[src/rtl/cpu_pkg.sv]
// Shared constants and the transmitter state type for the serial output stage.
package cpu_pkg;

    localparam int DATA_W = 8;

    typedef enum logic [2:0] {
        IDLE,
        START,
        DATA,
        PARITY,
        STOP
    } tx_state_t;

endpackage

[src/rtl/out_uart_tx_byte_fifo.sv]
// Small synchronous FIFO with registered full/empty flags; writes while full are ignored.
module byte_fifo #(
    parameter int DEPTH = 4,
    parameter int WIDTH = 8
) (
    input  logic             clk,
    input  logic             clr,
    input  logic             push,
    input  logic             pop,
    input  logic [WIDTH-1:0] wdata,
    output logic [WIDTH-1:0] rdata,
    output logic             full,
    output logic             empty
);

    localparam int AW = $clog2(DEPTH);

    logic [WIDTH-1:0] mem [DEPTH];
    logic [AW-1:0]    wr_ptr;
    logic [AW-1:0]    rd_ptr;
    logic [AW:0]      count;
    logic [AW:0]      count_nx;
    logic             do_push;
    logic             do_pop;

    // Both flags are judged on their pre-edge values, so a pop cannot make room
    // for a write on the same edge.
    assign do_push = push && !full;
    assign do_pop  = pop && !empty;
    assign rdata   = mem[rd_ptr];

    always_comb begin
        count_nx = count;
        case ({do_push, do_pop})
            2'b10:   count_nx = count + 1'b1;
            2'b01:   count_nx = count - 1'b1;
            default: count_nx = count;
        endcase
    end

    always_ff @(posedge clk) begin
        if (do_push) begin
            mem[wr_ptr] <= wdata;
        end
    end

    always_ff @(posedge clk or posedge clr) begin
        if (clr) begin
            wr_ptr <= '0;
            rd_ptr <= '0;
            count  <= '0;
            full   <= 1'b0;
            empty  <= 1'b1;
        end else begin
            if (do_push) begin
                wr_ptr <= wr_ptr + 1'b1;
            end
            if (do_pop) begin
                rd_ptr <= rd_ptr + 1'b1;
            end
            count <= count_nx;
            full  <= (count_nx == (AW+1)'(DEPTH));
            empty <= (count_nx == '0);
        end
    end

endmodule

[src/rtl/out_uart_tx.sv]
// Buffered UART transmitter fed by the cpu accumulator output.
// Define OUT_UART_PARITY_EN to insert an even-parity bit between the data bits and the stop bit.
module out_uart_tx
    import cpu_pkg::*;
#(
    parameter int CLK_DIV    = 16,
    parameter int FIFO_DEPTH = 4
) (
    input  logic              clk,
    input  logic              clr,
    input  logic [DATA_W-1:0] i_data,
    input  logic              i_wr,
    output logic              o_full,
    output logic              o_empty,
    output logic              o_busy,
    output logic              o_overflow,
    output logic              o_tx
);

    localparam int            BW        = $clog2(CLK_DIV);
    localparam logic [BW-1:0] BAUD_LAST = BW'(CLK_DIV - 1);

    tx_state_t         state;
    logic [BW-1:0]     baud;
    logic [2:0]        bit_cnt;
    logic [DATA_W-1:0] shift;
    logic [DATA_W-1:0] rd_data;
    logic              last_tick;
    logic              pop;
    logic              shift_en;
`ifdef OUT_UART_PARITY_EN
    logic              par_bit;
`endif

    assign last_tick = (baud == BAUD_LAST);
    assign pop       = !o_empty && ((state == IDLE) || ((state == STOP) && last_tick));
    assign shift_en  = (state == DATA) && last_tick;

    byte_fifo #(
        .DEPTH (FIFO_DEPTH),
        .WIDTH (DATA_W)
    ) u_fifo (
        .clk   (clk),
        .clr   (clr),
        .push  (i_wr),
        .pop   (pop),
        .wdata (i_data),
        .rdata (rd_data),
        .full  (o_full),
        .empty (o_empty)
    );

    always_ff @(posedge clk or posedge clr) begin
        if (clr) begin
            o_overflow <= 1'b0;
        end else if (i_wr && o_full) begin
            o_overflow <= 1'b1;
        end
    end

    // Parity is taken from the byte as loaded, since the shift register is consumed bit by bit.
    always_ff @(posedge clk) begin
        if (pop) begin
            shift <= rd_data;
        end else if (shift_en) begin
            shift <= {1'b0, shift[DATA_W-1:1]};
        end
`ifdef OUT_UART_PARITY_EN
        if (pop) begin
            par_bit <= ^rd_data;
        end
`endif
    end

    always_ff @(posedge clk or posedge clr) begin
        if (clr) begin
            state   <= IDLE;
            baud    <= '0;
            bit_cnt <= '0;
            o_tx    <= 1'b1;
            o_busy  <= 1'b0;
        end else begin
            case (state)
                IDLE: begin
                    baud    <= '0;
                    bit_cnt <= '0;
                    o_tx    <= 1'b1;
                    if (pop) begin
                        state  <= START;
                        o_tx   <= 1'b0;
                        o_busy <= 1'b1;
                    end
                end
                START: begin
                    if (last_tick) begin
                        baud  <= '0;
                        state <= DATA;
                        o_tx  <= shift[0];
                    end else begin
                        baud <= baud + 1'b1;
                    end
                end
                DATA: begin
                    if (last_tick) begin
                        baud <= '0;
                        if (bit_cnt == 3'd7) begin
                            bit_cnt <= '0;
`ifdef OUT_UART_PARITY_EN
                            state   <= PARITY;
                            o_tx    <= par_bit;
`else
                            state   <= STOP;
                            o_tx    <= 1'b1;
`endif
                        end else begin
                            // The next bit is the one about to shift into position 0.
                            bit_cnt <= bit_cnt + 1'b1;
                            o_tx    <= shift[1];
                        end
                    end else begin
                        baud <= baud + 1'b1;
                    end
                end
`ifdef OUT_UART_PARITY_EN
                PARITY: begin
                    if (last_tick) begin
                        baud  <= '0;
                        state <= STOP;
                        o_tx  <= 1'b1;
                    end else begin
                        baud <= baud + 1'b1;
                    end
                end
`endif
                STOP: begin
                    if (last_tick) begin
                        baud <= '0;
                        if (pop) begin
                            state <= START;
                            o_tx  <= 1'b0;
                        end else begin
                            state  <= IDLE;
                            o_tx   <= 1'b1;
                            o_busy <= 1'b0;
                        end
                    end else begin
                        baud <= baud + 1'b1;
                    end
                end
                default: begin
                    state  <= IDLE;
                    baud   <= '0;
                    o_tx   <= 1'b1;
                    o_busy <= 1'b0;
                end
            endcase
        end
    end

endmodule

[config.mk]
export PLATFORM = sky130hd
export DESIGN_NAME = out_uart_tx
export DESIGN_NICKNAME = d
export VERILOG_FILES = /design/src/rtl/cpu_pkg.sv /design/src/rtl/out_uart_tx_byte_fifo.sv /design/src/rtl/out_uart_tx.sv
export SDC_FILE = /design/constraint.sdc
export NUM_CORES = 1
export LEC_CHECK = 0
export ABC_CLOCK_PERIOD_IN_PS = 5200
export CORE_ASPECT_RATIO = 1.75
export CORE_UTILIZATION = 60
export DETAILED_ROUTE_END_ITERATION = 12
export PLACE_DENSITY_LB_ADDON = 0.25
export SETUP_SLACK_MARGIN = 0.1
export SLEW_MARGIN = 20
export SYNTH_ARGS = -nofsm -noshare
export SYNTH_HDL_FRONTEND = slang
export SYNTH_HIERARCHICAL = 1
export SYNTH_SLANG_ARGS = --single-unit
[constraint.sdc]
create_clock -name clk -period 5.2 [get_ports clk]
set_clock_uncertainty 0.15 [all_clocks]
set_input_delay 0.78 -clock clk [delete_from_list [all_inputs] [get_ports clk]]
set_output_delay 0.78 -clock clk [all_outputs]
set_load 0.05 [all_outputs]
* After elaboration in Yosys (flattened, before gate mapping) *
Memories as Yosys holds them, arrays and structs flattened.
Cells that the tools add are included.

word-level totals
  flip-flop bits (word level) = 30
  RAM bits = 32
  input port bits = 11
  output and inout port bits = 5
  word-level logic and storage cells = 80
  memories = 1

operators by class
  add/sub/neg operators = 6
  equal/unequal tests = 14
  multiplexer cells = 27
  bitwise logic cells = 1
  reduce and logical (&&, ||, !) cells = 19

memory list
  name        depth  width  rd ports  clocked after Yosys merged registers in  write ports  line                         source
  u_fifo.mem  4      8      1         0                                        1            out_uart_tx_byte_fifo.sv:18  logic [WIDTH-1:0] mem [DEPTH];

operators by type and width
  operator               number
  $mux W3                7
  $mux W8                2
  $pmux W3 S2            2
  $pmux W3 S4            1
  $mux W1                11
  $eq A3 B3 Y1 const B   3
  $mux W4                2
  $ne A2 B2 Y1 const B   4
  $add A3 B1 Y3 const B  2
  $logic_and A1 B1 Y1    6
  $logic_not A3 Y1       2
  $reduce_and A5 Y1      1
  $add A2 B1 Y2 const B  2
  $add A4 B1 Y4 const B  1
  $eq A4 B4 Y1 const B   1
  $ne A2 B1 Y1 const B   2
  $pmux W1 S4            1
  $reduce_and A4 Y1      1
  $reduce_bool A2 Y1     2
  $eq A3 B1 Y1 const B   1
  $eq A3 B2 Y1 const B   1
  $pmux W1 S3            1
  $reduce_and A3 Y1      1
  $reduce_or A3 Y1       1
  8 further kinds        9

* Logic depth before layout (Yosys ltp) *
Gate-level depths: netlist of the first run.

  depth in word-level cells = 8
  mapped depth = 10
  depth with buffers taken out = 10

* Cells and area by module *
The synthesis of the first run kept the hierarchy.

modules (own cells, without submodules)
  module       times used  cells an instance  area each (sq um)  seq. area each (sq um)
  byte_fifo    1           90                 1655.3             1187.4
  out_uart_tx  1           92                 1059.8             566.8

* Worst setup path after synthesis of the first run *
OpenSTA, ideal clock, no wires.

  path type = register to register
  start point = register baud[0]
  end point = register u_fifo.empty
  setup time = 79 ps
  arrival time = 2670 ps
  data required time = 4971 ps
  path slack = 2301 ps
  stages on the path, launching flop included = 11
  buffers on the path = 0
  clock period less this slack = 2899 ps
  path through = dfrtp_1 ha_1 nand3_1 a21oi_4 nor2b_1 ha_1 inv_1 fa_1 xor2_1 or3_1 o211a_1

on the way
  word-level cells in the longest chain between the ends = 8
  elaborated cells between the ends (all ways) = 9
  classes of those cells = 3 x eq/ne; 1 x mux; 5 x reduce/logical

ends and longest elaborated chain
  item                                                 line                         source
  start: declaration                                   out_uart_tx.sv:24            logic [BW-1:0] baud;
  start signal: assignment                             out_uart_tx.sv:100           baud <= baud + 1'b1;
  start signal: assignment                             out_uart_tx.sv:121           baud <= baud + 1'b1;
  start signal: assignment                             out_uart_tx.sv:147           baud <= baud + 1'b1;
  $eq A4 B4 Y1 *                                       out_uart_tx.sv:35            assign last_tick = (baud == BAUD_LAST);
  $logic_and A1 B1 Y1 *                                out_uart_tx.sv:36            assign pop = !o_empty && ((state == IDLE) || ((state == STOP) && last_tick));
  $logic_or A1 B1 Y1 *                                 out_uart_tx.sv:36
  $logic_and A1 B1 Y1 *                                out_uart_tx.sv:36
  net pop                                              out_uart_tx.sv:29            logic pop;
  $logic_and A1 B1 Y1 *                                out_uart_tx_byte_fifo.sv:29  assign do_pop = pop && !empty;
  $eq A2 B1 Y1 / $eq A2 B2 Y1 (equally long branches)  out_uart_tx_byte_fifo.sv:34  case ({do_push, do_pop})
  $pmux W3 S2 *                                        out_uart_tx_byte_fifo.sv:34
  $logic_not A3 Y1 *                                   out_uart_tx_byte_fifo.sv:63  empty <= (count_nx == '0);
  end signal: assignment                               out_uart_tx_byte_fifo.sv:63
  end: declaration                                     out_uart_tx_byte_fifo.sv:13  output logic empty

Mark *: on every way through the listed nets, which the timed path passes. The rest lies on a longest branch.
A chain may end at the register's enable or synchronous reset.

* Final worst setup path of the first run *
Same ends and word-level chain as after synthesis.

==> implementation parameters, run 1 <==
Parameter                              Value

Status
  Result of the run    finished, final reports clean

Logic synthesis
  Post-synthesis compound-gate area fraction    0.0737
  Synth warn    6
  Number of distinct library cells after synthesis    40
  Post-Synthesis Cells    roughly 180
  Post-synthesis mux area share    0.0954
  Post-synth net total    202
  Cell area after synthesis    2720 sq um
  Post-Syn Area per Cell    14.9 sq um
  Seq/Total Area, Yosys    0.646
  Largest family of logic cells by synthesized area    multiplexers
  Post-synthesis xor/xnor area fraction    0.0258
  Synth area leader    sky130_fd_sc_hd__edfxtp_1
  Cells taking the most area after synthesis    sky130_fd_sc_hd__edfxtp_1, sky130_fd_sc_hd__dfrtp_1, sky130_fd_sc_hd__mux4_2
  Adder-cell share of the synthesized area    0.0442
  Area share of the largest cell type after synthesis    0.442
  Synthesized-area fraction occupied by and/or/nand/nor cells    0.0825
  Number of synthesized register bits    just over 60

Routing
  Via density per instance    6.14
  Detailed-route wire length    about 4800 um
  Vias after detailed routing    1573
  DR WL/cell    approximately 19 um
  Number of remaining DRC errors    0
  Post-DRT Antenna Nets    0
  Detailed-routing iteration count for the pre-antenna-repair pass    4
  Iter 0 DRT Violations    between 50 and 60

Run
  Max-Cap Viols    0

Power and ir drop
  Worst IR Drop VDD    about 0.31 mV
  Leak    around 1.2 nW
  Power density over the cells    roughly 430 nW/um^2

STA
  Hold_ws    roughly 0.33 ns
  Setup repair after global routing missed its margin    false
  Achievable clock frequency    between 0.3 and 0.4 GHz
  Total negative slack for setup checks    0 ns
  Ratio of final minimum period to clock period    0.635
  Worst-Margin Slew    0.806 ns
  Min Tclk post-route    approximately 3.3 ns
  Number of endpoints failing setup at the final stage    0
  Hold violation total from the final report    0
  Relative slew slack    0.463
  Final max-slew violation count    0

Setup path
  Critical Path Source Type    register
  Cell with the largest stage delay on the worst path    sky130_fd_sc_hd__a21oi_4
  Crit path kind    register to register
  Critical Path AT    3.41 ns
  Req. time, crit path    about 5.3 ns
  Number of buffers and inverters on the critical path    1
  CP top delay family    simple AND/OR/NAND/NOR gates
  Worst path cell trace    ha_1 > nand3_1 > a21oi_4 > nor2b_1 > ha_1 > inv_1 > fa_1 > xor2_1 > or3_1 > o211a_1
  Top fanout value on the critical path    9
  Cell mode on critical path    sky130_fd_sc_hd__ha_1
  Maximum cell stage delay along the critical path    about 0.41 ns
  Critical path capture point type    register

Global route
  Wire length of the first global-routing pass    ~7500 um
  Vias in the first global route    around 1600
  Total grt overflow    0
  Total GRT Usage    0.226
  Maximum number of pins on one net before global-route repair    18
  Antenna violations before repair    0

Cells and area
  Most used cells in the layout excluding fill and tap cells    sky130_fd_sc_hd__edfxtp_1, sky130_fd_sc_hd__dfrtp_1, sky130_fd_sc_hd__clkdlybuf4s50_1, sky130_fd_sc_hd__inv_1, sky130_fd_sc_hd__clkbuf_8
  Layout net count    220
  Share of layout cells above drive strength 1    0.161
  Area growth from synthesis to layout    13.7%
  Filler instances    between 200 and 300
  Diodes inserted    0
  Most common cell after layout, fill and taps aside    sky130_fd_sc_hd__edfxtp_1

Clock tree
  Clock buffer depth    2
  CTS root buf    sky130_fd_sc_hd__clkbuf_8
  TritonCTS clock tree    built
  Max H-tree Level    3
  Clock insertion delay at the later pin of the skew report    roughly 0.33 ns
  Number of gates resized after cts    0
  Hold-fix buffer count after cts    0
  TritonCTS Sinks    a little over 60
  Number of setup buffers added after CTS    0
  Clock-pin slew reported for the worst setup and hold paths after clock tree synthesis    approximately 0.070 ns
  CTS buffer count    9

Floorplan
  Die boundary height    91.0 um
  Placement Rows    32
  I/O pin count    16
  Horizontal die dimension    roughly 53 um
  Core box area    4360 sq um
  Effective utilization at floorplan    0.622
  Floorplan die area    roughly 4800 sq um

Placement
  Final GP Congestion    slightly above 0.8
  HPWL reported at the end of detailed placement    ~3300 um
  Count of input and output buffers    15

Worst hold path
  Hold crit path type    register to register
-- cell families after synthesis --
logic type	after synthesis
adder cells (fa/ha/maj)	9
multiplexers	15
AO/OA/AOI/OAI	29
XOR/XNOR	8
buffers and inverters	19
AND/OR/NAND/NOR	40
flip-flops	62
-- area by class of cell --
| type | count | area (sq um) | area share |
|---|---|---|---|
| clock inverters | 5 | 73.8 | 0.0239 |
| clock buffers | 11 | 131 | 0.0425 |
| inverters | 11 | 41.3 | 0.0134 |
| well taps | 51 | 63.8 | 0.0207 |
| multi-input cells | 101 | 873 | 0.283 |
| flip-flops and latches | 62 | 1750 | 0.568 |
| repair buffers | 15 | 150 | 0.0486 |
-- flip-flops by register name (all words and copies together) (netlist names) --
signal         count
shift              8
o_tx               1
u_fifo/empty       1
u_fifo/count       3
bit_cnt            3
o_overflow         1
u_fifo/wr_ptr      2
u_fifo/rd_ptr      2
state              3
baud               4
u_fifo/mem        32
u_fifo/full        1
o_busy             1
-- power by group --
part,internal (mW),total [mW],switching [mW],leakage (nW)
Sequential,0.615,0.653,0.0379,0.630
Clock,0.267,0.441,0.174,0.105
Combinational,0.0903,0.231,0.141,0.442
-- Yosys cell counts --
library cell / count
sky130_fd_sc_hd__o21ai_0: 8
sky130_fd_sc_hd__nand3_1: 5
sky130_fd_sc_hd__a22o_1: 2
sky130_fd_sc_hd__a221o_1: 1
sky130_fd_sc_hd__o22ai_1: 1
sky130_fd_sc_hd__o211a_1: 1
sky130_fd_sc_hd__xnor2_1: 5
sky130_fd_sc_hd__fa_1: 1
sky130_fd_sc_hd__buf_6: 2
sky130_fd_sc_hd__nor3_1: 2
sky130_fd_sc_hd__and2_1: 5
sky130_fd_sc_hd__a32o_1: 1
sky130_fd_sc_hd__dfstp_2: 2
sky130_fd_sc_hd__mux2_2: 7
sky130_fd_sc_hd__nor2b_1: 3
sky130_fd_sc_hd__nand4b_1: 2
sky130_fd_sc_hd__buf_2: 1
sky130_fd_sc_hd__o211ai_1: 2
sky130_fd_sc_hd__a21o_1: 1
sky130_fd_sc_hd__or3_4: 1
sky130_fd_sc_hd__or2_2: 1
sky130_fd_sc_hd__or3_1: 1
sky130_fd_sc_hd__nor2_1: 6
sky130_fd_sc_hd__nor4_1: 2
sky130_fd_sc_hd__a211oi_1: 2
sky130_fd_sc_hd__nor4b_1: 1
sky130_fd_sc_hd__inv_1: 11
sky130_fd_sc_hd__a211o_1: 2
sky130_fd_sc_hd__and3_1: 3
sky130_fd_sc_hd__a21oi_4: 1
sky130_fd_sc_hd__nand2b_1: 1
sky130_fd_sc_hd__nand2_1: 6
sky130_fd_sc_hd__mux4_2: 8
sky130_fd_sc_hd__xor2_1: 3
sky130_fd_sc_hd__ha_1: 8
sky130_fd_sc_hd__a21oi_1: 7
sky130_fd_sc_hd__nand4_1: 1
sky130_fd_sc_hd__clkbuf_1: 5
sky130_fd_sc_hd__dfrtp_1: 20
sky130_fd_sc_hd__edfxtp_1: 40
-- routing by layer --
layer  global-route usage  vias up  routed length (um)
li1                     -      714                   -
met1                0.236      794                1760
met2                0.388       54                2710
met3               0.0519       11                 161
met4                0.140        0                 141
met5                    0        -                   0
-- worst reg2reg max path: stages, from the launching register on --
cell and delay [ns]:
sky130_fd_sc_hd__dfrtp_1 0.39, sky130_fd_sc_hd__ha_1 0.24, sky130_fd_sc_hd__nand3_1 0.34, sky130_fd_sc_hd__a21oi_4 0.41, sky130_fd_sc_hd__nor2b_1 0.32, sky130_fd_sc_hd__ha_1 0.25
sky130_fd_sc_hd__inv_1 0.07, sky130_fd_sc_hd__fa_1 0.40, sky130_fd_sc_hd__xor2_1 0.20, sky130_fd_sc_hd__or3_1 0.34, sky130_fd_sc_hd__o211a_1 0.12
-- per-stage QoR --
step                       util  area (sq um)  power (mW)  std cells  setup slack, ns
after floorplan               -          2720       0.813        182             2.30
after global placement    0.661          2880       0.869        240             2.09
after detailed placement  0.661          2880       0.892        240             1.94
after CTS                 0.708          3090        1.34        256             1.92
after global routing      0.708          3090        1.38        256             1.71
final                     0.708          3090        1.33        256             1.90
-- final timing paths --
| path | to | startpoint | slack, ns | cells past startpoint |
|---|---|---|---|---|
| worst min register to register | o_overflow | o_overflow | 0.33 | 1 |
| worst min-delay path | o_overflow | o_overflow | 0.33 | 1 |
| min in group asynchronous | u_fifo/full | clr | 0.61 | 2 |
| worst max-delay path | u_fifo/empty | baud[0] | 1.90 | 10 |
| max in group asynchronous | o_tx | clr | 3.86 | 2 |
| worst max register to register | u_fifo/empty | baud[0] | 1.90 | 10 |
Power figures use the tool's default switching activity.
==> run 2: changes to the inputs <==
--- a/config.mk
+++ b/config.mk
@@ -5,9 +5,9 @@
 export SDC_FILE = /design/constraint.sdc
 export NUM_CORES = 1
 export LEC_CHECK = 0
-export ABC_CLOCK_PERIOD_IN_PS = 5200
+export ABC_CLOCK_PERIOD_IN_PS = 2860
 export CORE_ASPECT_RATIO = 1.75
-export CORE_UTILIZATION = 60
+export CORE_UTILIZATION = 53
 export DETAILED_ROUTE_END_ITERATION = 12
 export PLACE_DENSITY_LB_ADDON = 0.25
 export SETUP_SLACK_MARGIN = 0.1
==> constraint.sdc (replaced) <==
create_clock -name clk -period 2.86 [get_ports clk]
set_clock_uncertainty 0.15 [all_clocks]
set_input_delay 0.429 -clock clk [delete_from_list [all_inputs] [get_ports clk]]
set_output_delay 0.429 -clock clk [all_outputs]
set_load 0.05 [all_outputs]
==> implementation parameters, run 2 (synthesis gave the netlist of run 1 again) <==
Parameter                              Value

Clock tree
  TritonCTS Sinks    62 (unchanged)
  Hold-fix buffer count after cts    0 (unchanged)
  Clock buffer depth    2 (unchanged)
  Clock-pin slew reported for the worst setup and hold paths after clock tree synthesis    0.07 ns (about the same)
  TritonCTS clock tree    built
  CTS root buf    sky130_fd_sc_hd__clkbuf_8
  CTS buffer count    9 (unchanged)
  Max H-tree Level    3 (unchanged)
  Clock insertion delay at the later pin of the skew report    0.33 ns (about the same)

Run
  Max-Cap Viols    0 (unchanged)

Global route
  Total grt overflow    0 (unchanged)
  Vias in the first global route    1585 (-3.7%)
  Wire length of the first global-routing pass    7560 um (+1.0%)
  Antenna violations before repair    0 (unchanged)
  Maximum number of pins on one net before global-route repair    17 (-1)
  Total GRT Usage    0.188 (-0.0383)

Power and ir drop
  Leak    1.19 nW (+1.2%)
  Power density over the cells    717 nW/um^2 (+67%)
  Worst IR Drop VDD    0.627 mV (+100%)

STA
  Ratio of final minimum period to clock period    0.916 (+0.281)
  Hold violation total from the final report    0 (unchanged)
  Min Tclk post-route    2.62 ns (-0.680 ns)
  Relative slew slack    0.619 (+0.156)
  Worst-Margin Slew    0.572 ns (-0.234 ns)
  Total negative slack for setup checks    0 ns (unchanged)
  Final max-slew violation count    0 (unchanged)
  Final setup slack of the worst path    0.240 ns (-1.66 ns)
  Achievable clock frequency    0.382 GHz (+26%)
  Number of endpoints failing setup at the final stage    0 (unchanged)
  Setup repair after global routing missed its margin    false

Placement
  Count of input and output buffers    15 (unchanged)
  Setup slack at placement    0.0514 ns (-1.89 ns)
  Final GP Congestion    0.767 (-4.9%)
  HPWL reported at the end of detailed placement    3100 um (-6.5%)
  Placed cell areas    2940 sq um (+1.9%)

Floorplan
  Placement Rows    34 (+6.3%)
  I/O pin count    16 (unchanged)
  Effective utilization at floorplan    0.550 (-0.0719)
  Floorplan die area    5420 sq um (+13%)
  Core box area    4930 sq um (+13%)
  Die boundary height    96.7 um (+6.3%)
  Horizontal die dimension    56.1 um (+6.2%)

Setup path
  Critical Path AT    2.73 ns (-0.68 ns)
  Critical path capture point type    register
  Req. time, crit path    2.97 ns (-2.34 ns)
  Crit path kind    register to register
  Critical Path Source Type    register
  Critical Path Start    state[0]
  Reg-to-reg setup timing slack    0.24 ns (-1.66 ns)
  Capturing instance or port of the critical path    u_fifo/empty
  Reg-to-reg critical path startpoint    state[0]
  Reg2reg end    u_fifo/empty
  Number of cells on the worst reg-to-reg path    9 (-1)
  Top fanout value on the critical path    3 (-6)

Cells and area
  Number of flip-flops in the largest register    32 (unchanged)
  Layout net count    228 (+3.6%)
  Share of layout cells above drive strength 1    0.225 (+0.0644)
  Top Registers    u_fifo/mem x32, shift x8, baud x4
  Most common cell after layout, fill and taps aside    sky130_fd_sc_hd__edfxtp_1
  Area growth from synthesis to layout    16.3%
  Diodes inserted    0 (unchanged)
  Top register by number of flip-flops    u_fifo/mem
  Most used cells in the layout excluding fill and tap cells    sky130_fd_sc_hd__edfxtp_1, sky130_fd_sc_hd__dfrtp_1, sky130_fd_sc_hd__clkdlybuf4s50_1, sky130_fd_sc_hd__inv_1, sky130_fd_sc_hd__clkbuf_8
  Post-layout instance area    3160 sq um (+2.3%)

Routing
  Detailed-routing iteration count for the pre-antenna-repair pass    4 (unchanged)
  Detailed-route wire length    4460 um (-6.6%)
  Vias after detailed routing    1536 (-2.4%)
  DR WL/cell    16.7 um (-10%)
  Iter 0 DRT Violations    57 (+9.6%)
  Post-DRT Antenna Nets    0 (unchanged)
  Number of remaining DRC errors    0 (unchanged)
  Via density per instance    5.75 (-6.4%)

Worst hold path
  Hold crit path type    input port to asynchronous set/reset pin

Status
  Result of the run    finished, final reports clean
## run 2: area by class of cell
cell class,instances,area [sq um]
multi-input cells,101,908
repair buffers,23,210
clock buffers,9,124
well taps,54,67.6
flip-flops and latches,62,1760
clock inverters,7,51.3
fillers,374,1780
inverters,11,41.3
## run 2: routing by layer
metal / vias up / routed length [um] / GRT usage
li1: 732 / - / -
met1: 771 / 1720 / 0.209
met2: 26 / 2550 / 0.326
met3: 7 / 122 / 0.0521
met4: 0 / 60 / 0.0901
met5: - / 0 / 0
## run 2: how the worst min path moves through the flow
stage | slack, ns | end | cells past startpoint
after floorplan | 0.11 | u_fifo/count[0] | 1
after global placement | 0.29 | o_overflow | 1
after detailed placement | 0.30 | o_overflow | 1
after CTS | 0.24 | u_fifo/rd_ptr[0] | 2
after global routing | 0.28 | u_fifo/full | 2
final | 0.24 | u_fifo/count[2] | 2
## run 2: critical path, cell delays in order, from the launching register on
cell                      delay, ns
sky130_fd_sc_hd__dfrtp_1       0.38
sky130_fd_sc_hd__or3_4         0.41
sky130_fd_sc_hd__a21oi_4       0.12
sky130_fd_sc_hd__nor2b_4       0.16
sky130_fd_sc_hd__ha_2          0.19
sky130_fd_sc_hd__inv_1         0.05
sky130_fd_sc_hd__fa_1          0.40
sky130_fd_sc_hd__xor2_1        0.20
sky130_fd_sc_hd__or3_1         0.35
sky130_fd_sc_hd__o211a_1       0.13
## run 2: per-stage QoR
step | hold WS (ns) | power (mW) | util | std cells
floorplan | 0.106 | 1.48 | - | 182
global placement | 0.288 | 1.59 | 0.595 | 248
detailed placement | 0.298 | 1.63 | 0.595 | 248
CTS | 0.238 | 2.29 | 0.633 | 264
global route | 0.276 | 2.37 | 0.640 | 267
finish | 0.241 | 2.26 | 0.640 | 267
## run 2: power breakdown
group	total [mW]	switching (mW)	internal, mW	leakage, nW
Clock	0.655	0.341	0.314	0.0868
Combinational	0.421	0.251	0.170	0.476
Sequential	1.19	0.0691	1.12	0.629
## run 2: what timing repair did
item                                    CTS  global route
buffers inserted                          0             3
gates resized for setup                   2             3
endpoints found under the setup margin    3             3
gates cloned                              0             0
